$ cat src/rtl/layer3_buf_ctrl.sv
`timescale 1ns / 1ps
// Circular-FIFO controller for the layer3 dual-port buffer SRAM: port A writes, port B reads.
// The 1-cycle SRAM read latency is hidden behind a 2-entry output queue.
module layer3_buf_ctrl #(
    parameter int unsigned DEPTH = 208,
    parameter int unsigned AW    = 8,
    parameter int unsigned DW    = 128
) (
    input  logic          CK,
    input  logic          rst_n,
    input  logic          clr,
    input  logic          in_valid,
    output logic          in_ready,
    input  logic [DW-1:0] in_data,
    output logic          out_valid,
    input  logic          out_ready,
    output logic [DW-1:0] out_data,
    output logic [AW:0]   level,
    output logic          WEAN,
    output logic          WEBN,
    output logic          OEA,
    output logic          OEB,
    output logic [AW-1:0] A,
    output logic [AW-1:0] B,
    output logic [DW-1:0] DIA,
    output logic [DW-1:0] DIB,
    input  logic [DW-1:0] DOB
);

    localparam logic [AW:0]   LevelFull = (AW + 1)'(DEPTH);
    localparam logic [AW-1:0] PtrLast   = AW'(DEPTH - 1);

    logic [AW-1:0] wr_ptr_q, wr_ptr_d;
    logic [AW-1:0] rd_ptr_q, rd_ptr_d;
    logic [AW:0]   level_q, level_d;
    logic          pend_q, pend_d;
    logic [1:0]    q_cnt_q, q_cnt_d;
    logic          q_head_q, q_head_d;
    logic          q_tail_q, q_tail_d;
    logic [DW-1:0] q_mem_q [2];
    logic [DW-1:0] q_mem_d [2];

    logic wr, rd, pop, push;

    function automatic logic [AW-1:0] ptr_inc(input logic [AW-1:0] p);
        return (p == PtrLast) ? '0 : p + AW'(1);
    endfunction

    always_comb begin
        out_valid = (q_cnt_q != 2'd0);
        in_ready  = rst_n && !clr && (level_q < LevelFull);
        wr        = in_valid && in_ready;
        pop       = out_valid && out_ready;
        // Issue only if the queue can still absorb the word once it lands next cycle.
        rd        = (level_q != '0) && !clr &&
                    (({1'b0, q_cnt_q} + {2'b00, pend_q}) < (3'd2 + {2'b00, pop}));
        push      = pend_q && !clr;
    end

    always_comb begin
        wr_ptr_d = wr_ptr_q;
        rd_ptr_d = rd_ptr_q;
        level_d  = level_q;
        pend_d   = pend_q;
        q_cnt_d  = q_cnt_q;
        q_head_d = q_head_q;
        q_tail_d = q_tail_q;
        q_mem_d  = q_mem_q;
        if (clr) begin
            wr_ptr_d = '0;
            rd_ptr_d = '0;
            level_d  = '0;
            pend_d   = 1'b0;
            q_cnt_d  = 2'd0;
            q_head_d = 1'b0;
            q_tail_d = 1'b0;
        end else begin
            if (wr) wr_ptr_d = ptr_inc(wr_ptr_q);
            if (rd) rd_ptr_d = ptr_inc(rd_ptr_q);
            level_d = level_q + (AW + 1)'(wr) - (AW + 1)'(rd);
            pend_d  = rd;
            if (push) begin
                q_mem_d[q_tail_q] = DOB;
                q_tail_d          = ~q_tail_q;
            end
            if (pop) q_head_d = ~q_head_q;
            q_cnt_d = q_cnt_q + {1'b0, push} - {1'b0, pop};
        end
    end

    always_ff @(posedge CK or negedge rst_n) begin
        if (!rst_n) begin
            wr_ptr_q   <= '0;
            rd_ptr_q   <= '0;
            level_q    <= '0;
            pend_q     <= 1'b0;
            q_cnt_q    <= 2'd0;
            q_head_q   <= 1'b0;
            q_tail_q   <= 1'b0;
            q_mem_q[0] <= '0;
            q_mem_q[1] <= '0;
        end else begin
            wr_ptr_q   <= wr_ptr_d;
            rd_ptr_q   <= rd_ptr_d;
            level_q    <= level_d;
            pend_q     <= pend_d;
            q_cnt_q    <= q_cnt_d;
            q_head_q   <= q_head_d;
            q_tail_q   <= q_tail_d;
            q_mem_q[0] <= q_mem_d[0];
            q_mem_q[1] <= q_mem_d[1];
        end
    end

    always_comb begin
        WEAN     = !wr;
        WEBN     = 1'b1;
        OEA      = 1'b0;
        OEB      = rd;
        A        = wr_ptr_q;
        B        = rd_ptr_q;
        // Gated so the write bus sits at zero whenever no write is issued.
        DIA      = wr ? in_data : '0;
        DIB      = '0;
        out_data = q_mem_q[q_head_q];
        level    = level_q;
    end

endmodule

$ cat config.mk
export PLATFORM = sky130hd
export DESIGN_NAME = layer3_buf_ctrl
export DESIGN_NICKNAME = d
export VERILOG_FILES = /design/src/rtl/layer3_buf_ctrl.sv
export SDC_FILE = /design/constraint.sdc
export NUM_CORES = 1
export LEC_CHECK = 0
export ABC_AREA = 1
export BUFFER_PORTS_ARGS = -buffer_cell sky130_fd_sc_hd__buf_2
export CORE_AREA = 2 2 261 263
export DETAILED_ROUTE_END_ITERATION = 12
export DIE_AREA = 0 0 263 265
export PLACE_DENSITY_LB_ADDON = 0.15
export SYNTH_ARGS = -nofsm -noshare
export SYNTH_HDL_FRONTEND = slang
export SYNTH_SLANG_ARGS = --single-unit
$ cat constraint.sdc
create_clock -name CK -period 3.3 [get_ports CK]
set_input_delay 0.66 -clock CK [delete_from_list [all_inputs] [get_ports CK]]
set_output_delay 0.66 -clock CK [all_outputs]
set_load 0.05 [all_outputs]
# --- After elaboration in Yosys (flattened, before gate mapping) ---
# Index checks and enable logic that the tools add are counted.
totals:
  ff_bits: 286
  out_inout_bits: 415
  elab_cells: 66
  inputBits: 261
op_classes:
  eq_ne: 2
  bitwise: 5
  addsub: 8
  n_reduce_logical: 17
  magnitude_cmp: 5
  muxes: 20
ops:
  columns: ["cell", "count"]
  rows:
  - ["two-way mux 128 bit", 5]
  - ["bitwise mux 256 bit", 1]
  - ["demux 128 bit (select 1 bit)", 1]
  - ["two-way mux 8 bit", 6]
  - ["adder 8 x 1 -> 8 bit, second input constant", 2]
  - ["== test 8 bit, second input constant", 2]
  - ["nonzero test 2 bit", 5]
  - ["adder 9 x 1 -> 9 bit", 1]
  - ["less-than comparator 9 x 8 -> 1 bit, second input constant", 1]
  - ["two-way mux 9 bit", 1]
  - ["nonzero test 9 bit", 1]
  - ["subtractor 9 x 1 -> 9 bit", 1]
  - ["logical AND 1 bit", 8]
  - ["two-way mux 1 bit", 5]
  - ["greater-or-equal comparator 2 bit, second input constant", 2]
  - ["NOT 1 -> 2 bit", 2]
  - ["adder 2 x 1 -> 3 bit", 1]
  - ["adder 2 x 1 -> 3 bit, first input constant", 1]
  - ["less-than comparator 3 bit", 1]
  - ["NOT 1 bit", 3]
  - ["adder 2 x 1 -> 2 bit", 1]
  - ["logical NOT 1 bit", 2]
  - ["less-than comparator 2 x 1 -> 1 bit, second input constant", 1]
  - ["two-way mux 2 bit", 1]
  - ["2 further kinds", 2]

# --- Depth between registers and ports, before layout ---
# Gate-level depths: netlist (run 1).
depth:
  depth_word: 7
  depth_mapped: 18
  ltp_nobuf: 18

# --- Worst setup path before layout (run 1) ---
# No wires, ideal clock.
synth_timing:
  kind: "reg-to-reg"
  from: "reg level_q[5] (netlist: level[5])"
  to: "reg level_q[8] (netlist: level[8])"
  setup_ns: 0.119
  slack_ns: -0.022
  required_time_ns: 3.181
  n_path_buf: 1
  t_arrival_ns: 3.203
  period_less_slack_ns: 3.322
  stages_incl_launch_ff: 18
  path_cell_list: "dfrtp_1 -> inv_1 -> ha_1 -> nand2_1 -> nand2_1 -> nand2_1 -> nand3_1 -> clkbuf_1 -> ha_1 -> inv_1 -> ha_1 -> fa_1 -> nand3_1 -> nand2_1 -> nand2_1 -> nand3_1 -> nand2_1 -> nor2_1"
synth_via:
  elab_chain_cells: 6
  elab_cells_between_ends: 9
  cone_classes: "add/sub (2); order compare (1); mux (1); reduce/logical (5)"
synth_rtl:
  columns: ["item", "line_no", "rtl"]
  rows:
  - ["from (decl)", "35", "logic [AW:0] level_q, level_d;"]
  - ["from (signal assigned)", "105", "level_q <= level_d;"]
  - ["less-than comparator 9 x 8 -> 1 bit", "51", "in_ready = rst_n && !clr && (level_q < LevelFull);"]
  - ["logical AND 1 bit", "51", null]
  - ["logical AND 1 bit", "52", "wr = in_valid && in_ready;"]
  - ["adder 9 x 1 -> 9 bit", "80", "level_d = level_q + (AW + 1)'(wr) - (AW + 1)'(rd);"]
  - ["subtractor 9 x 1 -> 9 bit (*)", "80", null]
  - ["two-way mux 9 bit (*)", "69", "if (clr) begin"]
  - ["via level_d[8]", "35", null]
# The timed path passes the listed nets; every way through them passes the cells marked *.
# A chain may end at the register's enable or synchronous reset.

# --- Final worst setup path (run 1) ---
layout_timing:
  from: "reg level_q[5] (netlist: level[5])"
  to: "out DIA[93]"
layout_via:
  elab_chain_cells: 4
layout_rtl:
  columns: ["item", "line_no", "rtl"]
  rows:
  - ["less-than comparator 9 x 8 -> 1 bit", "51", null]
  - ["logical AND 1 bit", "51", null]
  - ["logical AND 1 bit", "52", null]
  - ["two-way mux 128 bit", "123", "DIA = wr ? in_data : '0;"]
  - ["to (decl)", "25", "output logic [DW-1:0] DIA,"]
# Every way passes these cells.

==> results of run 1 <==
## placed cells by master, fill, tap and decap left out, drive strengths merged, types with 21 or more instances in the layout
cell	synthesis	routed
inv	305	306
buf	186	564
nand2	713	713
nand3	26	26
clkbuf	47	65
o21ai	267	267
conb	2	130
dfrtp	286	286
nor2	161	161
ha	21	21
## metal layers
layer  part of all wire, %  global-route usage, %  routed length, um  vias to the layer above
met2                    48                   29.0              29600                      429
met3                   8.3                   6.34               5140                       90
met4                   2.3                   4.46               1420                       18
met1                    41                   21.1              25700                     6397
met5                  0.18                      0                110                        -
li1                      -                      -                  -                     6902
## cell type report
type	count	share of cell area, %
sequential	286	35.8
multi-input combinational	1350	30.9
timing repair buffer	570	15.8
clock buffer	59	5.86
inverter	306	5.78
tap	873	5.46
clock inverter	7	0.332
antenna	4	0.0501
## Yosys cell counts
| cell | number | area share (%) |
|---|---|---|
| a21oi_1 | 12 | 0.39 |
| buf_1 | 4 | 0.096 |
| buf_2 | 24 | 0.77 |
| buf_4 | 130 | 6.3 |
| buf_6 | 28 | 2.0 |
| clkbuf_1 | 46 | 1.1 |
| clkbuf_2 | 1 | 0.032 |
| clkinv_4 | 1 | 0.056 |
| conb_1 | 2 | 0.048 |
| dfrtp_1 | 286 | 46 |
| fa_1 | 1 | 0.13 |
| ha_1 | 21 | 1.7 |
| inv_1 | 304 | 7.3 |
| inv_2 | 1 | 0.024 |
| nand2_1 | 712 | 17 |
| nand2_2 | 1 | 0.040 |
| nand3_1 | 26 | 0.84 |
| nand3b_1 | 1 | 0.048 |
| nand4_1 | 5 | 0.20 |
| nor2_1 | 161 | 3.9 |
| nor3_1 | 1 | 0.032 |
| nor3b_2 | 1 | 0.080 |
| o21ai_0 | 147 | 4.7 |
| o21ai_1 | 10 | 0.32 |
| o21ai_2 | 110 | 6.2 |
| o21bai_1 | 3 | 0.14 |
| or2_1 | 1 | 0.040 |
| xnor2_1 | 2 | 0.11 |
| xor2_1 | 5 | 0.28 |
## sequential cells by signal, indices dropped and copies added (netlist names)
name,cells
A,8
B,8
q_tail_q,1
pend_q,1
q_cnt_q,2
q_head_q,1
level,9
q_mem_q,256
## kinds of logic after synthesis
| kind of cell | Yosys count |
|---|---|
| DFF | 286 |
| and+or+nand+nor | 909 |
| other | 2 |
| AOI/OAI and AO/OA | 282 |
| adders and majority gates | 22 |
| xor gates and xnor gates | 7 |
| buffers and inverters | 539 |
## report_power, final
part	total, mW	switching, mW	internal (mW)
registers	6.01	0.869	5.14
logic	10.8	8.17	2.59
clock network	4.11	1.60	2.51
## timing repair
item / CTS / global route
setup endpoints to repair: 0 / 1
hold buffers: 0 / 0
resized for setup: 0 / 8
## worst min path at each step
stage	slack, ns	from	end
floorplan	0.36	rst_n	A[0]
global placement	0.46	q_mem_q[240]	q_mem_q[240]
detailed placement	0.47	q_mem_q[141]	q_mem_q[141]
CTS	0.15	rst_n	q_tail_q
global route	0.16	rst_n	q_mem_q[161]
finish	0.16	rst_n	q_mem_q[26]
==> flow_summary.yaml, run 1 <==
synthesis:
  synth_top_family_by_area: "simple AND/OR/NAND/NOR gates"
  ys_seq_elements: 286
  synth_simple_gate_area_share_pct: 22.3
  synth_compound_area_share_pct: 11.8
  syn_area_per_cell_um2: 7.61
  synth-xor-area-share_pct: 0.394
  synthAdderAreaFrac_pct: 1.82
  yosys_warnings: 0
  synthesis.area_mm2: 0.0156
  synth_cell_types: 29
  synth_seq_area_share_pct: 46.0
  muxShareOfSynthArea_pct: 0
  netlist_instances: 2047
routing:
  drt_first_pass_iters: 5
  drt_wl_total_mm: 62.0
  drt_first_iter_violations: 799
  drc: 0
  vias: 13800
  drtAntennaViolNets: 0
  routedWlPerCell_um: 17.9
  avgViaCountPerCell: 4.00
sta:
  slew_viol_final: 0
  max_freq_ghz: 0.312
  period_minus_slack_ns: 3.20
  holdWs_ns: 0.163
  rsz0062_at_grt: "no"
  worst_slew_pin_slew_ns: 1.01
  skew_ns: 0.0178
  slew_headroom_pct: 32.5
  post-route-period-util_pct: 97.1
  fin_ws_ns: 0.0951
  finalHoldViolCount: 0
  finalSetupViolCount: 0
  setup_tns_ns: 0
clock_network:
  cts_setup_buffers: 0
  cts_made_buffers: 38
  tritoncts: "built"
  cts_buffer_depth: 3
  cts_root_buf: "clkbuf_16"
  numClockSinks: 286
  clk_pin_slew_ns: 0.06
  clkLatencyLatePin_ns: 0.54
  htree_levels: 2
grt:
  grt_max_degree: 151
  grt.total_usage_pct: 17.4
  grt_pass1_vias: 13500
  grt_pass1_wl_mm: 90.6
  antenna_found_initial: 21
  globalRouteOverflowTotal: 0
finish:
  multi_input_area_mm2: 0.00617
  syn_to_final_growth_pct: 28.4
  final_cell_area_mm2: 0.0200
  drive_gt1_share_pct: 29.0
  layout.nets: 2835
  regArea_mm2: 0.00716
  nFillCells: 7374
  fin_cells: 3455
  final_core_util_pct: 29.9
power:
  power_mw: 20.9
  pwr_density_cell_mw_per_mm2: 1040
  ir_drop_uv: 766
  cellLeakagePower_nw: 11.9
outcome:
  status: "completed"
die:
  start_util_pct: 23.3
  die-area_mm2: 0.0697
  fp.dieH_um: 265
  die_x_um: 263
  rows: 95
  io_pins: 676
  core_area_mm2: 0.0668
placement:
  routabilityCongestion: 1.03
  port_buffers: 545
  pre_cts_ws_ns: 0.518
  place_hpwl_mm: 46.8
  post_dp_cell_area_mm2: 0.0187
  place_inst: 3385
worst_setup_path:
  critPathBufInv: 3
  cp_cell_sequence: "inv_1 -> ha_1 -> nand2_1 -> nand2_1 -> nand2_1 -> nand3_4 -> buf_16 -> nor2_1 -> clkbuf_4"
  rrSetupSlack_ns: 0.63
  required_ns: 2.64
  critical_path_class: "reg -> out"
  cp_common_cell: "nand2_1"
  worstPathMaxFanout: 122
  crit_path_end_kind: "output pin"
  crit_slowest_cell: "dfrtp_1"
  r2r_start: "pend_q"
  worst_setup_path_start_kind: "register"
  r2r_cells: 15
  slowest_delay_ns: 0.40
  cp_top_family: "buffers and inverters"
  worstSetupPathDepth: 9
  cp.arrival_ns: 2.54
  critPathLaunch: "level[5]"
  crit_end: "DIA[93]"
  rr_endpoint: "level[8]"
run:
  cap_violations: 0
min_path:
  hold_path_class: "in -> async"
No activity file was read; power rests on OpenSTA's default activity.
==> run 2: changes to the inputs <==
CTS_BUF_LIST = sky130_fd_sc_hd__clkbuf_16   (was unset)
GPL_TIMING_DRIVEN = 0   (was unset)
==> flow_summary.yaml, run 2 (synthesis gave the netlist of run 1 again) <==
outcome:
  status: "completed"
worst_setup_path:
  worst_setup_path_start_kind: "register"
  required_ns: 2.64
  cp_common_cell: "nand2_1"
  cp_cell_sequence: "inv_1 -> ha_1 -> nand2_1 -> nand2_1 -> nand2_1 -> nand3_2 -> clkbuf_8 -> buf_2 -> nor2_2 -> buf_4"
  r2r_start: "level[5]"
  critPathLaunch: "level[5]"
  crit_path_end_kind: "output pin"
  cp.arrival_ns: 2.58
  worstPathMaxFanout: 10
  critical_path_class: "reg -> out"
  crit_slowest_cell: "dfrtp_1"
  slowest_delay_ns: 0.42
  rrSetupSlack_ns: 0.32
routing:
  drt_first_iter_violations: 802
  drc: 0
  drt_first_pass_iters: 5
  routedWlPerCell_um: 19.3
  vias: 15100
  avgViaCountPerCell: 4.11
  drt_wl_total_mm: 70.7
  drtAntennaViolNets: 0
run:
  cap_violations: 0
clock_network:
  tritoncts: "built"
  numClockSinks: 286
  cts_setup_buffers: 0
  cts_root_buf: "clkbuf_16"
  clkLatencyLatePin_ns: 0.55
  clk_pin_slew_ns: 0.06
  cts_made_buffers: 37
  cts_buffer_depth: 3
  htree_levels: 2
sta:
  post-route-period-util_pct: 98.3
  rsz0062_at_grt: "yes"
  slew_headroom_pct: 58.1
  finalHoldViolCount: 0
  slew_viol_final: 0
  finalSetupViolCount: 0
  skew_ns: 0.0174
  period_minus_slack_ns: 3.24
  max_freq_ghz: 0.308
  holdWs_ns: 0.0930
  worst_slew_pin_slew_ns: 0.629
power:
  pwr_density_cell_mw_per_mm2: 984
  power_mw: 21.0
  ir_drop_uv: 593
  cellLeakagePower_nw: 12.8
placement:
  port_buffers: 544
  place_hpwl_mm: 56.0
  post_dp_cell_area_mm2: 0.0199
  place_inst: 3594
  routabilityCongestion: 1.03
die:
  core_area_mm2: 0.0668
  die_x_um: 263
  fp.dieH_um: 265
  rows: 95
  start_util_pct: 23.3
  io_pins: 676
  die-area_mm2: 0.0697
grt:
  antenna_found_initial: 29
  grt_pass1_wl_mm: 103
  grt_pass1_vias: 14900
  grt.total_usage_pct: 19.9
  globalRouteOverflowTotal: 0
  grt_max_degree: 102
finish:
  layout.nets: 3047
  final_cell_area_mm2: 0.0214
  fin_cells: 3667
  layout_common_cells: "712 x nand2_1, 522 x buf_2, 311 x inv_1"
  syn_to_final_growth_pct: 37.2
  top_register: "q_mem_q"
  largest_reg_flops: 256
  final_common_cell: "nand2_1"
  drive_gt1_share_pct: 32.8
min_path:
  hold_path_class: "in -> async"
[run 2: cell count changes in the layout (fill, tap and decap cells not counted), moves of 3 or more]
| cell | before | now |
|---|---|---|
| clkbuf_1 | 8 | 36 |
| clkbuf_2 | 0 | 9 |
| clkbuf_4 | 6 | 28 |
| buf_4 | 16 | 144 |
| clkinv_1 | 0 | 9 |
| bufbuf_16 | 0 | 3 |
| nor2_1 | 160 | 153 |
| clkbuf_8 | 12 | 1 |
| buf_6 | 0 | 32 |
| inv_1 | 303 | 311 |
| buf_1 | 0 | 4 |
| nor2_2 | 1 | 6 |
| buf_12 | 15 | 1 |
| buf_2 | 531 | 522 |
[run 2: routing by layer]
metal	vias up	part of all wire (%)	GRT usage [%]
li1	7327	-	-
met1	7111	42	25.2
met2	489	49	34.5
met3	109	6.8	5.19
met4	20	1.8	3.61
met5	-	0.18	0
[run 2: area by class of cell]
class                           instances  area, um2
Multi-Input combinational cell       1350       6170
Tap cell                              873       1090
Buffer                                233       1630
Sequential cell                       286       7160
Fill cell                            7363      45400
Timing Repair Buffer                  550       3050
Antenna cell                            4       10.0
Clock buffer                           37        926
Inverter                              306       1150
Clock inverter                         28        178
[run 2: report_power, final]
part,total (mW),switching [mW],leakage (nW),internal (mW)
combinational,11.3,8.43,8.63,2.84
clock,3.74,1.62,0.568,2.12
sequential,6.01,0.873,3.60,5.14
total,21.0,10.9,12.8,10.1
[run 2: timing repair]
| item | CTS | global route |
|---|---|---|
| resized for setup | 23 | 67 |
| cloned | 3 | 0 |
| endpoints found under the hold margin | 37 | 0 |
| endpoints found under the setup margin | 249 | 78 |
| hold buffers | 1 | 0 |
[run 2: through the flow]
step | setup TNS, ns | setup slack, ns | util [%]
after floorplan | 0 | 0.131 | -
after global placement | -1923.94 | -5.62 | 29.7
after detailed placement | -107.89 | -1.14 | 29.8
after CTS | 0 | 0.0205 | 31.8
after global routing | -0.162 | -0.0553 | 32.0
final | 0 | 0.0556 | 32.0
[run 2: worst max-delay path: cells and delay by family (launching register included)]
kind	cells	cell delay, ns
buffers and inverters	4	0.82
AND/OR/NAND/NOR	5	0.59
flip-flops	1	0.42
adder cells (fa/ha/maj)	1	0.20
[run 2: final timing paths]
kind / end / cells past startpoint
min reg2reg: q_mem_q[173] / 2
max reg2reg: level[6] / 18
max in group asynchronous: q_mem_q[63] / 2
min in group CK: q_mem_q[141] / 3
min: q_mem_q[24] / 1
max: DIA[44] / 10
==> run 3: changes to the inputs <==
--- a/config.mk
+++ b/config.mk
@@ -9,2 +9,3 @@
 export BUFFER_PORTS_ARGS = -buffer_cell sky130_fd_sc_hd__buf_2
+export CAP_MARGIN = 20
 export CORE_AREA = 2 2 261 263
--- a/constraint.sdc
+++ b/constraint.sdc
@@ -3,2 +3,2 @@
 set_output_delay 0.66 -clock CK [all_outputs]
-set_load 0.05 [all_outputs]
+set_load 0.01 [all_outputs]
==> flow_summary.yaml, run 3 (synthesis gave the netlist of run 1 again) <==
finish:
  layout.nets: 3052
  drive_gt1_share_pct: 32.4
  final_common_cell: "nand2_1"
  layout_common_cells: "712 x nand2_1, 568 x buf_2, 315 x inv_1"
  syn_to_final_growth_pct: 36.7
  nFillCells: 7355
  top_register: "q_mem_q"
  regArea_mm2: 0.00716
  multi_input_area_mm2: 0.00616
  final_core_util_pct: 31.9
  largest_reg_flops: 256
worst_setup_path:
  crit_slowest_cell: "nor3b_2"
  crit_path_end_kind: "output pin"
  worst_setup_path_start_kind: "input pin"
  worstPathMaxFanout: 27
  rrSetupSlack_ns: 0.34
  r2r_cells: 18
  cp_cell_sequence: "buf_16 -> buf_16 -> buf_16 -> nor3b_2 -> nand3_2 -> clkbuf_8 -> buf_2 -> nor2_2 -> buf_2"
  cp_common_cell: "buf_16"
  rr_endpoint: "level[6]"
  slowest_delay_ns: 0.25
  r2r_start: "level[5]"
  cp.arrival_ns: 2.46
  critical_path_class: "in -> out"
  required_ns: 2.64
die:
  io_pins: 676
  rows: 95
  die-area_mm2: 0.0697
  start_util_pct: 23.3
  core_area_mm2: 0.0668
  fp.dieH_um: 265
  die_x_um: 263
sta:
  post-route-period-util_pct: 94.6
  finalHoldViolCount: 0
  period_minus_slack_ns: 3.12
  slew_headroom_pct: 35.5
  max_freq_ghz: 0.320
  slew_viol_final: 0
  rsz0062_at_grt: "no"
  worst_slew_pin_slew_ns: 0.964
  skew_ns: 0.0315
  finalSetupViolCount: 0
grt:
  antenna_found_initial: 15
  grt.total_usage_pct: 17.4
  grt_max_degree: 54
  grt_pass1_vias: 14300
  grt_pass1_wl_mm: 92.2
  globalRouteOverflowTotal: 0
power:
  ir_drop_uv: 429
  power.internal_mw: 9.99
  power_mw: 17.0
  sw_frac_of_total_pct: 41.3
  cellLeakagePower_nw: 12.9
  pwr-share-clk_pct: 21.0
  seqPwrFrac_pct: 35.3
  combPwrFrac_pct: 43.6
  pwr_density_cell_mw_per_mm2: 800
  power.switching_mw: 7.04
routing:
  routedWlPerCell_um: 17.0
  drt_first_iter_violations: 836
  vias: 14700
  top_layer: "met5"
  wl_met2_mm: 28.5
  drtAntennaViolNets: 0
  wl_met3_mm: 5.04
  avgViaCountPerCell: 4.01
  wl_met1_mm: 27.4
  drt_wl_total_mm: 62.4
  drc: 0
  drt_first_pass_iters: 5
clock_network:
  tritoncts: "built"
  clkLatencyLatePin_ns: 0.54
  cts_made_buffers: 37
  htree_levels: 2
  cts_root_buf: "clkbuf_16"
  clk_pin_slew_ns: 0.06
  cts_buffer_depth: 3
  numClockSinks: 286
placement:
  place_hpwl_mm: 47.4
  routabilityCongestion: 0.892
  port_buffers: 544
min_path:
  hold_path_class: "in -> async"
run:
  cap_violations: 0
outcome:
  status: "completed"
-- run 3: cell types whose count changed in the layout (fill, tap and decap cells not counted), sizes merged, moves of 2 or more --
cell    before  now
buf        706  734
clkbuf     111   83
inv        314  319
bufbuf       3    7
clkinv      18   15
diode        4    6
-- run 3: worst max-delay path by stage --
stage	start	to
2_1_floorplan	clr	level[8]
3_3_place_gp	rst_n	level[6]
3_5_place_dp	rst_n	level[8]
4_1_cts	level[5]	DIA[25]
5_1_grt	level[5]	level[6]
6_report	rst_n	DIA[57]
-- run 3: stage by stage --
| stage | setup slack (ns) | area (um2) | hold WS (ns) | instances | TNS [ns] |
|---|---|---|---|---|---|
| after CTS | 0.0864 | 21300 | 0.0491 | 3668 | 0 |
| after floorplan | 0.466 | 16100 | 0.364 | 2175 | 0 |
| after global routing | 0.00962 | 21300 | 0.0622 | 3671 | 0 |
| final | 0.179 | 21300 | 0.0892 | 3674 | 0 |
| after global placement | -5.61 | 19900 | 0.464 | 3592 | -1889.45 |
| after detailed placement | -1.70 | 19900 | 0.468 | 3594 | -162.64 |
-- run 3: layout make-up --
class,count,share of cell area [%]
Sequential cell,286,33.6
Multi-Input combinational cell,1350,28.9
Timing Repair Buffer,555,14.3
Buffer,233,7.60
Inverter,306,5.42
Tap cell,873,5.13
Clock buffer,37,4.35
Clock inverter,28,0.588
Antenna cell,6,0.0705
-- run 3: metal layers --
metal  global-route usage, %  up-vias
li1                        -     7347
met1                    23.0     6791
met2                    27.6      490
met3                    5.40       96
met4                    4.60       16
met5                       0        -
-- run 3: critical path, delay by kind of cell --
| family | cells | cell delay, ns |
|---|---|---|
| buf+inv | 6 | 1.10 |
| simple gates | 3 | 0.64 |
-- run 3: power groups by stage --
stage                     sequential [mW]  combinational (mW)  clock [mW]
after floorplan                      5.88                4.62           0
after global placement               6.00                7.40           0
after detailed placement             6.05                7.50           0
after CTS                            6.01                7.58        3.73
after global routing                 6.21                8.41        3.86
final                                6.02                7.42        3.58
-- run 3: timing repair --
| action | CTS | global route |
|---|---|---|
| pin swaps | 1 | 0 |
| hold endpoints to repair | 19 | 0 |
| resized for setup | 11 | 5 |
| setup endpoints to repair | 239 | 4 |
| hold buffers | 1 | 0 |
| buffers inserted | 1 | 0 |
| cloned | 7 | 0 |
